<file path="config.mk">
export PLATFORM = sky130hd
export DESIGN_NAME = alu_op_sequencer
export DESIGN_NICKNAME = d
export VERILOG_FILES = /design/src/rtl/alu_op_sequencer_pkg.sv /design/src/rtl/alu_op_sequencer_op_prog_mem.sv /design/src/rtl/alu_op_sequencer.sv
export SDC_FILE = /design/constraint.sdc
export NUM_CORES = 1
export LEC_CHECK = 0
export CORE_UTILIZATION = 45
export DETAILED_ROUTE_END_ITERATION = 6
export PLACE_DENSITY_LB_ADDON = 0.25
export SYNTH_ARGS = -nofsm -noshare
export SYNTH_HDL_FRONTEND = slang
export SYNTH_HIERARCHICAL = 1
export SYNTH_SLANG_ARGS = --single-unit
</file>
<file path="constraint.sdc">
create_clock -name Clk -period 3 [get_ports Clk]
set_clock_uncertainty 0.05 [all_clocks]
set_input_delay 0.9 -clock Clk [delete_from_list [all_inputs] [get_ports Clk]]
set_output_delay 0.9 -clock Clk [all_outputs]
set_load 0.1 [all_outputs]
</file>
<file path="src/rtl/alu_op_sequencer_pkg.sv">
// rtl/alu_op_sequencer_pkg.sv - shared states, instruction layout and defaults for the op sequencer
package alu_op_sequencer_pkg;

    localparam int DEF_WIDTH  = 4;
    localparam int DEF_MODE_W = 4;

    localparam logic [2:0] ST_IDLE    = 3'd0;
    localparam logic [2:0] ST_ISSUE   = 3'd1;
    localparam logic [2:0] ST_WAIT    = 3'd2;
    localparam logic [2:0] ST_CAPTURE = 3'd3;
    localparam logic [2:0] ST_DONE    = 3'd4;

    // Instruction word is {last, use_acc, cin, b, mode}, mode in the low bits.
    localparam int MODE_LSB    = 0;
    localparam int B_LSB       = DEF_MODE_W;
    localparam int CIN_BIT     = DEF_MODE_W + DEF_WIDTH;
    localparam int USE_ACC_BIT = CIN_BIT + 1;
    localparam int LAST_BIT    = CIN_BIT + 2;

    function automatic int instr_b_lsb(input int mode_w);
        return MODE_LSB + mode_w;
    endfunction

    function automatic int instr_cin_bit(input int mode_w, input int width);
        return MODE_LSB + mode_w + width;
    endfunction

endpackage

</file>
<file path="src/rtl/alu_op_sequencer_op_prog_mem.sv">
// rtl/alu_op_sequencer_op_prog_mem.sv - program register file, synchronous write, asynchronous read
module op_prog_mem #(
    parameter int DEPTH = 8,
    parameter int AW    = 3,
    parameter int DW    = 11
) (
    input  logic          clk,
    input  logic          we,
    input  logic [AW-1:0] waddr,
    input  logic [DW-1:0] wdata,
    input  logic [AW-1:0] raddr,
    output logic [DW-1:0] rdata
);

    logic [DW-1:0] mem_q [DEPTH];

    always_ff @(posedge clk) begin
        if (we) begin
            mem_q[waddr] <= wdata;
        end
    end

    assign rdata = mem_q[raddr];

endmodule

</file>
<file path="src/rtl/alu_op_sequencer.sv">
// rtl/alu_op_sequencer.sv - issues a stored ALU program step by step and captures accumulator results
module alu_op_sequencer
    import alu_op_sequencer_pkg::*;
#(
    parameter int WIDTH    = DEF_WIDTH,
    parameter int MODE_W   = DEF_MODE_W,
    parameter int DEPTH    = 8,
    parameter int WAIT_CYC = 1,
    parameter int CNT_W    = 4
) (
    input  logic                          Clk,
    input  logic                          Reset,
    input  logic                          prog_we,
    input  logic [$clog2(DEPTH)-1:0]      prog_addr,
    input  logic [MODE_W+WIDTH+2:0]       prog_data,
    input  logic [WIDTH-1:0]              Seed,
    input  logic                          Start,
    input  logic [WIDTH-1:0]              acc_Y,
    input  logic                          acc_CBF,
    output logic [WIDTH-1:0]              alu_A,
    output logic [WIDTH-1:0]              alu_B,
    output logic                          alu_Cin,
    output logic [MODE_W-1:0]             alu_Mode,
    output logic                          Busy,
    output logic                          Done,
    output logic [WIDTH-1:0]              result,
    output logic                          result_cbf,
    output logic [CNT_W-1:0]              cbf_count,
    output logic [$clog2(DEPTH):0]        step_count
);

    localparam int AW      = $clog2(DEPTH);
    localparam int IW      = MODE_W + WIDTH + 3;
    localparam int B_LO    = instr_b_lsb(MODE_W);
    localparam int CIN_B   = instr_cin_bit(MODE_W, WIDTH);
    localparam int USE_B   = CIN_B + 1;
    localparam int LAST_B  = CIN_B + 2;
    localparam logic [AW-1:0]    PC_MAX    = AW'(DEPTH - 1);
    localparam logic [3:0]       WAIT_INIT = 4'(WAIT_CYC);
    localparam logic [CNT_W-1:0] CNT_MAX   = '1;

    logic [2:0]          state_q, state_d;
    logic [AW-1:0]       pc_q, pc_d;
    logic [WIDTH-1:0]    acc_q, acc_d;
    logic [3:0]          wait_q, wait_d;
    logic [WIDTH-1:0]    alu_a_q, alu_a_d, alu_b_q, alu_b_d;
    logic                alu_cin_q, alu_cin_d;
    logic [MODE_W-1:0]   alu_mode_q, alu_mode_d;
    logic                busy_q, busy_d, done_q, done_d;
    logic [WIDTH-1:0]    result_q, result_d;
    logic                result_cbf_q, result_cbf_d;
    logic [CNT_W-1:0]    cbf_cnt_q, cbf_cnt_d;
    logic [AW:0]         step_q, step_d;
    logic [IW-1:0]       instr;
    logic                mem_we;

    // Writes only land while idle so a running program cannot be altered under it.
    assign mem_we = prog_we && (state_q == ST_IDLE);

    op_prog_mem #(.DEPTH(DEPTH), .AW(AW), .DW(IW)) u_mem (
        .clk   (Clk),
        .we    (mem_we),
        .waddr (prog_addr),
        .wdata (prog_data),
        .raddr (pc_q),
        .rdata (instr)
    );

    always_comb begin
        state_d      = state_q;
        pc_d         = pc_q;
        acc_d        = acc_q;
        wait_d       = wait_q;
        alu_a_d      = alu_a_q;
        alu_b_d      = alu_b_q;
        alu_cin_d    = alu_cin_q;
        alu_mode_d   = alu_mode_q;
        busy_d       = busy_q;
        done_d       = 1'b0;
        result_d     = result_q;
        result_cbf_d = result_cbf_q;
        cbf_cnt_d    = cbf_cnt_q;
        step_d       = step_q;
        case (state_q)
            ST_IDLE: begin
                if (Start) begin
                    acc_d     = Seed;
                    pc_d      = '0;
                    cbf_cnt_d = '0;
                    step_d    = '0;
                    busy_d    = 1'b1;
                    state_d   = ST_ISSUE;
                end
            end
            ST_ISSUE: begin
                alu_a_d    = instr[USE_B] ? acc_q : Seed;
                alu_b_d    = instr[B_LO +: WIDTH];
                alu_cin_d  = instr[CIN_B];
                alu_mode_d = instr[MODE_LSB +: MODE_W];
                wait_d     = WAIT_INIT;
                state_d    = ST_WAIT;
            end
            ST_WAIT: begin
                if (wait_q <= 4'd1) begin
                    state_d = ST_CAPTURE;
                end else begin
                    wait_d = wait_q - 4'd1;
                end
            end
            ST_CAPTURE: begin
                result_d     = acc_Y;
                result_cbf_d = acc_CBF;
                acc_d        = acc_Y;
                if (acc_CBF && (cbf_cnt_q != CNT_MAX)) begin
                    cbf_cnt_d = cbf_cnt_q + 1'b1;
                end
                step_d = step_q + 1'b1;
                if (instr[LAST_B] || (pc_q == PC_MAX)) begin
                    state_d = ST_DONE;
                end else begin
                    pc_d    = pc_q + 1'b1;
                    state_d = ST_ISSUE;
                end
            end
            ST_DONE: begin
                done_d  = 1'b1;
                busy_d  = 1'b0;
                pc_d    = '0;
                state_d = ST_IDLE;
            end
            default: state_d = ST_IDLE;
        endcase
    end

    always_ff @(posedge Clk or posedge Reset) begin
        if (Reset) begin
            state_q      <= ST_IDLE;
            pc_q         <= '0;
            acc_q        <= '0;
            wait_q       <= '0;
            alu_a_q      <= '0;
            alu_b_q      <= '0;
            alu_cin_q    <= 1'b0;
            alu_mode_q   <= '0;
            busy_q       <= 1'b0;
            done_q       <= 1'b0;
            result_q     <= '0;
            result_cbf_q <= 1'b0;
            cbf_cnt_q    <= '0;
            step_q       <= '0;
        end else begin
            state_q      <= state_d;
            pc_q         <= pc_d;
            acc_q        <= acc_d;
            wait_q       <= wait_d;
            alu_a_q      <= alu_a_d;
            alu_b_q      <= alu_b_d;
            alu_cin_q    <= alu_cin_d;
            alu_mode_q   <= alu_mode_d;
            busy_q       <= busy_d;
            done_q       <= done_d;
            result_q     <= result_d;
            result_cbf_q <= result_cbf_d;
            cbf_cnt_q    <= cbf_cnt_d;
            step_q       <= step_d;
        end
    end

    assign alu_A      = alu_a_q;
    assign alu_B      = alu_b_q;
    assign alu_Cin    = alu_cin_q;
    assign alu_Mode   = alu_mode_q;
    assign Busy       = busy_q;
    assign Done       = done_q;
    assign result     = result_q;
    assign result_cbf = result_cbf_q;
    assign cbf_count  = cbf_cnt_q;
    assign step_count = step_q;

endmodule

</file>
== After elaboration in Yosys (flattened, before gate mapping) ==
Memories as Yosys holds them, arrays and structs flattened.
Cells that the tools add are included.
Storage, ports and cells
  logic and storage cells: 66
  flip-flop bits (word level): 42
  latch bits: 0
  bits of input ports: 27
  bits in read-only memories: 0
  memories kept: 1
  memory bits (writable): 88
  output and inout port bits: 28
Memories
  u_mem.mem_q: words 8, bits a word 11, read ports 1, clocked after memory_dff 0, write ports 1, RTL line alu_op_sequencer_op_prog_mem.sv:15  | logic [DW-1:0] mem_q [DEPTH];
Operators by class
  $mul: 0
  order comparisons: 1
  $add $sub $neg: 4
  bitwise logic cells: 0
  equal/unequal tests: 11
  shifts and indexed selects: 0
  reduce and logical (&&, ||, !) cells: 14
  muxes and demuxes: 21
  div/mod/pow operators: 0
Operators by type and width (count)
  4-bit case mux with 2 select lines: 4
  4-bit 2-to-1 mux: 5
  3-bit 2-to-1 mux: 5
  3-bit case mux with 4 select lines: 1
  2-bit != test (second input constant): 5
  3-bit case mux with 3 select lines: 1
  4-bit by 1-bit adder with 4-bit output (second input constant): 2
  2-bit AND reduction: 4
  3-bit by 2-bit == test with 1-bit output (second input constant): 2
  3-bit == test (second input constant): 2
  3-bit AND reduction: 2
  2-bit nonzero test: 3
  4-bit by 1-bit less-or-equal comparator with 1-bit output (second input constant): 1
  1-bit 2-to-1 mux: 4
  4-bit != test (second input constant): 1
  4-bit by 1-bit subtractor with 4-bit output (second input constant): 1
  3-bit by 1-bit adder with 3-bit output (second input constant): 1
  3-bit by 1-bit == test with 1-bit output (second input constant): 1
  3-bit zero test: 1
  3-bit nonzero test: 1
  1-bit logical AND: 2
  1-bit case mux with 2 select lines: 1
  1-bit logical OR: 1

== Depth between registers and ports, before layout ==
  depth after elaboration: 4
  depth in mapped cells: 6
  gate-level depth less buffers: 5

== Hierarchy ==
Netlist, hierarchy kept.
By module, submodules not included
  op_prog_mem: area each 3437.0 µm², cells each 139, seq. area each 2642.5 µm², times used 1
  alu_op_sequencer: area each 1999.4 µm², cells each 185, seq. area each 1051.0 µm², times used 1

== Worst setup path after synthesis ==
No wires, ideal clock.
  path kind: input-to-reg
  start point: input port prog_we
  end point: memory u_mem.mem_q[0][0], enable pin
  arrival: 2.146 ns
  stages: 3
  path slack: 0.411 ns
  data required time: 2.557 ns
  path buffers: 0
  cell sequence: nor4b_1 nand2b_1 nor3_1
Between the ends
  longest elaborated chain between the ends: 3
RTL lines
  start, declared: RTL line alu_op_sequencer.sv:13  | input logic prog_we,
  1-bit logical AND: RTL line alu_op_sequencer.sv:58  | assign mem_we = prog_we && (state_q == ST_IDLE);
  1-bit 2-to-1 mux: RTL line alu_op_sequencer_op_prog_mem.sv:18  | if (we) begin
  1-bit 2-to-1 mux (not written as such): RTL line alu_op_sequencer_op_prog_mem.sv:19  | mem_q[waddr] <= wdata;
  end, declared: RTL line alu_op_sequencer_op_prog_mem.sv:15
No other way between the ends.

== Worst setup path in the final report ==
  start point: input port prog_we
  end point: memory u_mem.mem_q[0][6], enable pin
Between the ends
  longest elaborated chain between the ends: 3
RTL lines
  1-bit logical AND: RTL line alu_op_sequencer.sv:58
  net mem_we: RTL line alu_op_sequencer.sv:55  | logic mem_we;
  1-bit 2-to-1 mux: RTL line alu_op_sequencer_op_prog_mem.sv:18
  1-bit 2-to-1 mux (not written as such): RTL line alu_op_sequencer_op_prog_mem.sv:19
The timed path passes the listed nets, and every way through them passes these cells.

==> summary.md <==
| Metric | Value |
|---|---|
| RSZ-0062 raised after global routing | `no` |
| Ys Warns | `6` |
| Tot GR Track Use | `0.1823` |
| Post-Syn Area | `5436 um2` |
| Busiest metal layer after global routing | `met2` |
| Slew @ Worst Pin | `0.7926 ns` |
| Top-count cell post-synth | `edfxtp_1` |
| Die area | `12530 um2` |
| Area leader, netlist | `edfxtp_1` |
| Endpoints failing setup | `0` |
| Synth Area in Simple Gates | `0.06858` |
| # Max-Cap Violations | `0` |
| Rel. slew slack | `0.4683` |
| Most frequent cells after synthesis | `edfxtp_1 (88), dfrtp_1 (42), nand2_1 (24)` |
| Final nets | `433` |
| Main area contributors after synthesis | `edfxtp_1 (49%), dfrtp_1 (19%), mux4_1 (11%)` |
| Maximum VDD drop | `0.8865 mV` |
| Core area | `11610 um2` |
| Worst-path clk slew | `0.06 ns` |
| Vias after detailed routing | `3029` |
| Layout cells sized above 1 | `0.2567` |
| GR Overflow Total | `0` |
| Initial DRT Pass Iterations | `7` |
| Starting density of the core | `0.4681` |
| First-pass GRT wire length | `16.42 mm` |
| Critical path arrival | `2.47 ns` |
| Clock Tree Root | `clkbuf_16` |
| Worst Setup Start Kind | `primary input` |
| Post-synthesis compound-gate area fraction | `0.04074` |
| Setup_tns | `0 ns` |
| Xor and xnor fraction of the mapped netlist area | `0` |
| CTS max path bufs | `2` |
| Clock net sink count | `130` |
| WL final | `10.70 mm` |
| H-tree depth | `4` |
| DR WL/cell | `19.24 um` |
| Proportion of synthesized area in mux cells | `0.1738` |
| # rows | `39` |
| Met1 usage | `0.2176` |
| Grt met3 use | `0.04573` |
| Worst skew pair latency | `0.41 ns` |
| Hold Path Class | `reg -> reg` |
| Largest family of logic cells by synthesized area | `multiplexers` |
| Final Slew Violations | `0` |
| Static Leak | `2.642 nW` |
| Fmax | `414.3 MHz` |
| EDFF count, synth | `88` |
| Cts repair resizes | `0` |
| Crit-path max FO | `11` |
| Net count after synthesis | `357` |
| Post-CTS Setup Bufs | `0` |
| Post-route ant nets | `0` |
| Synth Instances | `324` |
| Distinct cells, synth | `44` |
| Critical path type | `in -> reg` |
| Initial antenna violation count | `0` |
| Asr flop ratio synth | `0.3231` |
| Failing checks | `design-rule violations` |
| Pin count of the biggest net entering global routing | `26` |
| # diodes | `0` |
| Post-CTS Hold Buffers | `0` |
| Top Ports | `55` |
| Period utilization | `0.8046` |
| Status | `finished, violations left` |
| Drc violations | `7` |
| Seq/Total Area, Yosys | `0.6794` |
| GR Layer Usage met2 | `0.3135` |
| Crit path required time | `3.05 ns` |
| Mean Syn Cell Area | `16.78 um2` |
| Vias in the first global route | `3034` |
| Num CTS Buffers | `17` |
| Chip Width | `111.9 um` |
| CTS tree | `built` |
| Pwr/cell area | `1034 nW/um2` |
| GP Congestion | `0.7305` |
| Top_reg_cell synth | `edfxtp_1` |
| Overall power | `7.033 mW` |
| Die Height | `111.9 um` |
| Share of the synthesized area in the top cell type | `0.4861` |
| Post-Synth Adder-Cell Area | `0.01381` |
| PortBufs | `54` |
| Minimum clock period | `2.414 ns` |
| Placed wire-length estimate | `7.270 mm` |
| Area Overhead vs Synth | `25.09%` |
| Critical path endpoint category | `flop` |
| Iter 0 DRT Violations | `150` |
| Final Hold Fails | `0` |
| Yosys reg bits | `130` |
| Vias/cell | `5.448` |
[placed cells by master, fill, tap and decap left out, types with 2 or more instances in the layout]
cell type,synthesis,final
a21oi_1,8,8
a22oi_1,2,2
a32o_1,2,2
and2_1,2,2
buf_4,0,48
bufinv_16,0,4
clkbuf_16,0,17
clkdlybuf4s50_1,0,26
clkinv_4,0,4
dfrtp_1,42,42
edfxtp_1,88,88
ha_1,6,6
inv_1,7,6
inv_6,0,4
mux2_2,21,21
mux2i_1,13,13
mux4_1,22,22
nand2_1,24,24
nand2b_1,5,5
nand3_1,6,6
nor2_1,15,15
nor3_1,5,5
nor4b_1,3,3
o211ai_1,2,2
o21ai_0,7,7
o21ai_1,3,3
o311ai_0,3,3
o31a_1,2,2
[worst max-delay path: stages]
cell	delay, ns
clkdlybuf4s50_1	0.45
nor4b_1	0.37
buf_4	0.20
nand2b_1	0.11
nor3_1	0.18
buf_4	0.25
[worst paths after layout]
check	startpoint	end	slack, ns	cells after the start
min reg2reg	result[1]	result[1]	0.42	2
max in group asynchronous	Reset	state_q[1]	1.56	3
max reg2reg	pc_q[0]	alu_B[0]	0.78	4
min	result[1]	result[1]	0.42	2
max	prog_we	u_mem/mem_q[0][6]	0.59	6
min in group asynchronous	Reset	acc_q[3]	0.81	2
[cells by family (layout without fill, tap and decap cells)]
family	Yosys count	in the layout
compound gates	34	34
flops	130	130
buf+inv	25	114
fa+ha+maj	6	6
mux	56	56
simple gates	73	73
[cell type report]
class | count | area [um2]
repair buffers | 75 | 640.6
clock inverters | 14 | 202.7
flip-flops and latches | 130 | 3694
fillers | 884 | 4813
multi-input cells | 169 | 1619
clock buffers | 18 | 439.2
well taps | 143 | 178.9
inverters | 7 | 26.28
[where the power goes]
part	switching, mW	total [mW]	internal [mW]
Clock	0.776	2.20	1.43
Combinational	1.67	2.41	0.737
Sequential	0.243	2.42	2.18
Total	2.69	7.03	4.34
[flip-flops by register name, summed over array words and instances, names as in the netlist]
| name | cells |
|---|---|
| state_q | 3 |
| alu_A | 4 |
| Busy | 1 |
| result | 4 |
| alu_Cin | 1 |
| cbf_count | 4 |
| alu_B | 4 |
| wait_q | 4 |
| pc_q | 3 |
| step_count | 4 |
| u_mem/mem_q | 88 |
| acc_q | 4 |
| result_cbf | 1 |
| Done | 1 |
| alu_Mode | 4 |
[through the flow]
step / cell area, um2 / std cells / setup slack (ns) / utilization / hold WS [ns]
floorplan: 5436 / 324 / 0.4108 / - / 0.4682
global placement: 6158 / 524 / 0.2275 / 0.5303 / 0.4093
detailed placement: 6158 / 524 / 0.1776 / 0.5303 / 0.4140
CTS: 6800 / 556 / 0.5820 / 0.5855 / 0.4283
global route: 6800 / 556 / 0.4820 / 0.5855 / 0.4565
finish: 6800 / 556 / 0.5862 / 0.5855 / 0.4234
[layer usage]
layer,wire [um],part of all wire,up-vias
met3,484,0.045,17
met1,4636,0.43,1495
li1,-,-,1435
met4,189,0.018,0
met5,0,0,-
met2,5386,0.50,82
No activity file was read; power rests on OpenSTA's default activity.
==> patch 1, RTL diff (same flow settings) <==
The parameter `CNT_W` goes from 4 to 5.
--- a/src/rtl/alu_op_sequencer.sv
+++ b/src/rtl/alu_op_sequencer.sv
@@ -6,7 +6,7 @@
     parameter int MODE_W   = DEF_MODE_W,
     parameter int DEPTH    = 8,
     parameter int WAIT_CYC = 1,
-    parameter int CNT_W    = 4
+    parameter int CNT_W    = 5
 ) (
     input  logic                          Clk,
     input  logic                          Reset,
Interface: changed (resized cbf_count); port bits go from 55 to 56. The function was not compared with the original's and may differ.
==> patch 1 against the original RTL <==
The flow still finishes with violations (design-rule violations). Synthesized area increased by 0.16%. Fmax decreased by 3.2%. Sequential power increased by 3%. Routed wire length decreased by 6.3%. Design area decreased by 1.6%. Sequential cell count increased by 1. Power increased by 1.3%. Worst setup slack got worse by 0.079 ns. Clock power decreased by 9.5%. Critical endpoint is now pc_q[0]. Largest cell class unchanged. Hold slack improved by 0.0048 ns.
==> patch 1: results (changes against the original RTL) <==
- The number of nets in the synthesized netlist is 361 (+1.1%).
- The number of global-route vias before repair is 3,010 (-0.79%).
- Largest cells by area after synthesis: sky130_fd_sc_hd__edfxtp_1 (49%), sky130_fd_sc_hd__dfrtp_1 (20%), sky130_fd_sc_hd__mux4_1 (11%)
- Number of DRC markers after the initial detailed-route iteration: 255 (+70%)
- Post-detailed-route via-to-cell ratio: 5.50 (+0.99%)
- M1 WL: 4540 um (-2.1%)
* DRC: 4 (-3)
* Top post-synthesis cells by count: sky130_fd_sc_hd__edfxtp_1 (88), sky130_fd_sc_hd__dfrtp_1 (43), sky130_fd_sc_hd__nand2_1 (29)
* Capture point of the worst reg-to-reg path: pc_q[0]
- Slack of the worst reg-to-reg path: 0.51 ns (-0.27 ns)
- The largest net degree at the start of global routing is 44 (+69%).
- Proportion of synthesized chip area in sequential cells: 68.3% (+0.35 points)
* Average wire length per cell after detail routing: 18.0 um (-6.3%)
- HPWL after detailed placement: 6280 um (-14%)
* Endpoint, Worst Hold: result_cbf
- The final net count was 434 (+0.23%).
- The number of inserted filler cells in the final layout was 889 (+0.57%).
* Cell count of the worst reg-to-reg path: 5 (+1)
- The run finished, with violations left.
- The distinct cell type count after synthesis came to 45 (+2.3%).
- The met3 wirelength from detailed routing came to 503 um (+3.9%).
* Overall routing resource usage: 17.5% (-0.73 points)
- In this run the most critical hold path is launched from result_cbf.
- CP max FO: 9 (-2)
- Violated checks: design-rule violations
- The met3 usage in global routing is 5.77% (+1.2 points).
## patch 1: cell families (layout without fill, tap and decap cells)
group | count (synthesis) | in the layout | share of synthesized area [%]
mux | 48 | 48 | 15.9
fa+ha+maj | 7 | 7 | 1.61
compound gates | 43 | 43 | 5.63
flops | 131 | 131 | 68.3
xor+xnor | 1 | 1 | 0.161
simple gates | 75 | 75 | 6.39
buf+inv | 22 | 108 | 2.04
## patch 1: worst max-delay path: stages (launching register included)
cell and delay, ns:
sky130_fd_sc_hd__dfrtp_1 0.63, sky130_fd_sc_hd__mux4_1 0.62, sky130_fd_sc_hd__mux2_2 0.29, sky130_fd_sc_hd__nor3_1 0.35, sky130_fd_sc_hd__nor2_1 0.14, sky130_fd_sc_hd__mux2_2 0.29
## patch 1: power by group
group          leakage [nW]  switching [W]  internal [W]
logic                 0.947        0.00185      0.000802
registers              1.32       0.000282       0.00220
clock network         0.288       0.000741       0.00125
total                  2.56        0.00287       0.00425
## patch 1: through the flow
step,setup WS [ns],utilization [%],instances,hold WS (ns)
2_1_floorplan,0.599,-,327,0.468
3_3_place_gp,0.434,52.7,524,0.412
3_5_place_dp,0.394,52.7,524,0.421
4_1_cts,0.480,57.6,556,0.434
5_1_grt,0.361,57.6,556,0.452
6_report,0.508,57.6,556,0.428
## patch 1: area by class of cell
| class | count | share of cell area (%) |
|---|---|---|
| sequential | 131 | 55.6 |
| multi-input combinational | 174 | 24.1 |
| timing repair buffer | 67 | 8.49 |
| clock buffer | 20 | 6.67 |
| tap | 143 | 2.67 |
| clock inverter | 12 | 1.98 |
| inverter | 9 | 0.505 |
==> patch 2, RTL diff (same settings) <==
Without the edit above. Put one more register stage on the output `step_count`, without a reset. The value now appears one clock later. The other outputs are not delayed to match.
--- a/src/rtl/alu_op_sequencer.sv
+++ b/src/rtl/alu_op_sequencer.sv
@@ -175,7 +175,9 @@
     assign result     = result_q;
     assign result_cbf = result_cbf_q;
     assign cbf_count  = cbf_cnt_q;
-    assign step_count = step_q;
+    always_ff @(posedge Clk) begin
+        step_count <= step_q;
+    end
 
 endmodule
 
Check against the original RTL: not equivalent (Yosys sat finds a counterexample within 10 cycles, from zero or initial values and one cycle with Reset high).
==> patch 2 against the original RTL <==
Critical path depth decreased by 1. Hold slack lost 0.082 ns. Non-clock buffer count is 1 lower. Power grew 5.9%. Final cell count is 5.9% higher. First-iteration DRC count up 42%. Synthesized area up 3.1%. Worst setup slack better by 0.13 ns. Design area rose by 2.2%. Sequential cell count grew 4. Routed wire length up 2.8%. Critical path type is now reg -> reg. Critical endpoint is now pc_q[2]. Highest routed layer unchanged.
==> patch 2: results (changes against the original RTL) <==
* Wire length of the first global-routing pass: 17,300 um (+5.2%)
- Capture point of the worst reg-to-reg path: pc_q[2]
- The critical path ends at pc_q[2].
- Number of DRC markers after the initial detailed-route iteration: 213 (+42%)
- Tracing the worst setup path back leads to its startpoint at pc_q[2].
- The sequential area share after synthesis is 67.3% (-0.63 points).
- The number of levels in the clock H-tree came to 4 (unchanged).
- The met3 usage in global routing was 4.89% (+0.32 points).
- The standby leakage power was 2.65 nW (+0.41%).
* Final-stage net count: 441 (+1.8%)
- The vias after detailed routing was 3,065 (+1.2%).
* Number of global-route vias before repair: 3,162 (+4.2%)
- The maximum ir drop on the vdd rail came to 0.752 mV (-15%).
- The routability congestion estimate came to 0.782 (+7.0%).
- CP peak stage delay: 0.75 ns (+0.30 ns)
* Async SR Flop Fraction: 31.3% (-0.96 points)
- The post-DP HPWL was 7590 um (+4.4%).
- CP max FO: 15 (+4)
- Fraction of final layout cells sized beyond drive strength 1: 27.8% (+2.1 points)
- The critical path arrival came to 2.53 ns (+0.06 ns).
- In this design, the largest share of critical-path delay is due to flip-flops.
- The clock buffer count from CTS was 17 (unchanged).
- The number of flops mapped to enable cells by yosys is 88 (unchanged).
- Overall routing resource usage: 18.6% (+0.35 points)
- Number of detailed-routing iterations run before antenna repair: 5 (-2)
* Largest register by flop count: u_mem/mem_q
- Pin count of the biggest net entering global routing: 25 (-3.8%)
- Largest cells by area after synthesis: sky130_fd_sc_hd__edfxtp_1 (47%), sky130_fd_sc_hd__dfrtp_1 (19%), sky130_fd_sc_hd__mux4_1 (10%)
- Worst path slowest cell: sky130_fd_sc_hd__dfrtp_1
- Filler cells: 917 (+3.7%)
- Syn_nets: 364 (+2.0%)
- The fraction of met2 tracks used by global routing was 29.8% (-1.5 points).
* Distinct cell type count after synthesis: 42 (-4.5%)
- The run finished with clean final reports.
* Top post-synthesis cells by count: sky130_fd_sc_hd__edfxtp_1 (88), sky130_fd_sc_hd__dfrtp_1 (42), sky130_fd_sc_hd__nand2_1 (25)
- Average wire length per cell after detail routing: 18.7 um (-3.0%)
* Global Route met1 Usage: 23.5% (+1.7 points)
* Cell count of the worst reg-to-reg path: 5 (+1)
## patch 2: cell count changes in the layout (fill, tap and decap cells not counted), sizes merged, moves of 3 or more
cell,before,now
nor2,15,18
dfxtp,0,4
a31o,0,3
clkinvlp,1,4
mux2i,13,7
mux2,21,30
o21ai,10,6
## patch 2: how the worst min path moves through the flow
stage	slack [ns]	cells past startpoint	end	from
global placement	0.31	0	step_count[3]	step_q[3]
detailed placement	0.33	0	step_count[3]	step_q[3]
floorplan	0.30	0	step_count[3]	step_q[3]
finish	0.34	0	step_count[3]	step_q[3]
CTS	0.34	0	step_count[3]	step_q[3]
global route	0.35	0	step_count[3]	step_q[3]
## patch 2: kinds of logic (layout without fill, tap and decap cells)
group,count (synthesis),after routing,share of synthesized area (%)
fa+ha+maj,6,6,1.34
compound gates,32,32,3.99
mux,59,59,18.1
xor+xnor,2,2,0.312
simple gates,74,74,6.65
buf+inv,24,114,2.34
flops,134,134,67.3
## patch 2: power breakdown
part	internal [W]	switching [W]
Sequential	0.00227	0.000244
Combinational	0.000917	0.00193
Clock	0.00131	0.000776
Total	0.00450	0.00295
## patch 2: layout make-up
cell class | instances | area (sq um) | share of cell area [%]
Clock buffer | 17 | 425 | 6.12
Clock inverter | 15 | 181 | 2.61
Inverter | 8 | 30.0 | 0.432
Multi-Input combinational cell | 173 | 1710 | 24.6
Sequential cell | 134 | 3770 | 54.3
Tap cell | 168 | 210 | 3.03
Timing Repair Buffer | 74 | 621 | 8.93
## patch 2: metrics by stage
| stage | total power [W] | worst slack (ns) | std cells | cell area, sq um | hold WS [ns] |
|---|---|---|---|---|---|
| floorplan | 0.00478 | 0.411 | 331 | 5610 | 0.297 |
| global placement | 0.00537 | 0.348 | 557 | 6340 | 0.306 |
| detailed placement | 0.00542 | 0.307 | 557 | 6340 | 0.330 |
| CTS | 0.00752 | 0.665 | 589 | 6950 | 0.343 |
| global route | 0.00775 | 0.475 | 589 | 6950 | 0.351 |
| finish | 0.00744 | 0.716 | 589 | 6950 | 0.341 |
## patch 2: per-layer routing
layer	up-vias	part of all wire [%]	wire length, um
met2	82	49	5410
met4	0	1.1	125
li1	1451	-	-
met1	1524	45	4980
met3	8	4.4	479
met5	-	0	0
## patch 2: worst register-to-register path, delay by kind of cell (launching register included)
kind | cells | cell delay (ns)
flip-flops | 1 | 0.75
multiplexers | 2 | 0.71
AND/OR/NAND/NOR | 2 | 0.39
AO/OA/AOI/OAI | 1 | 0.27
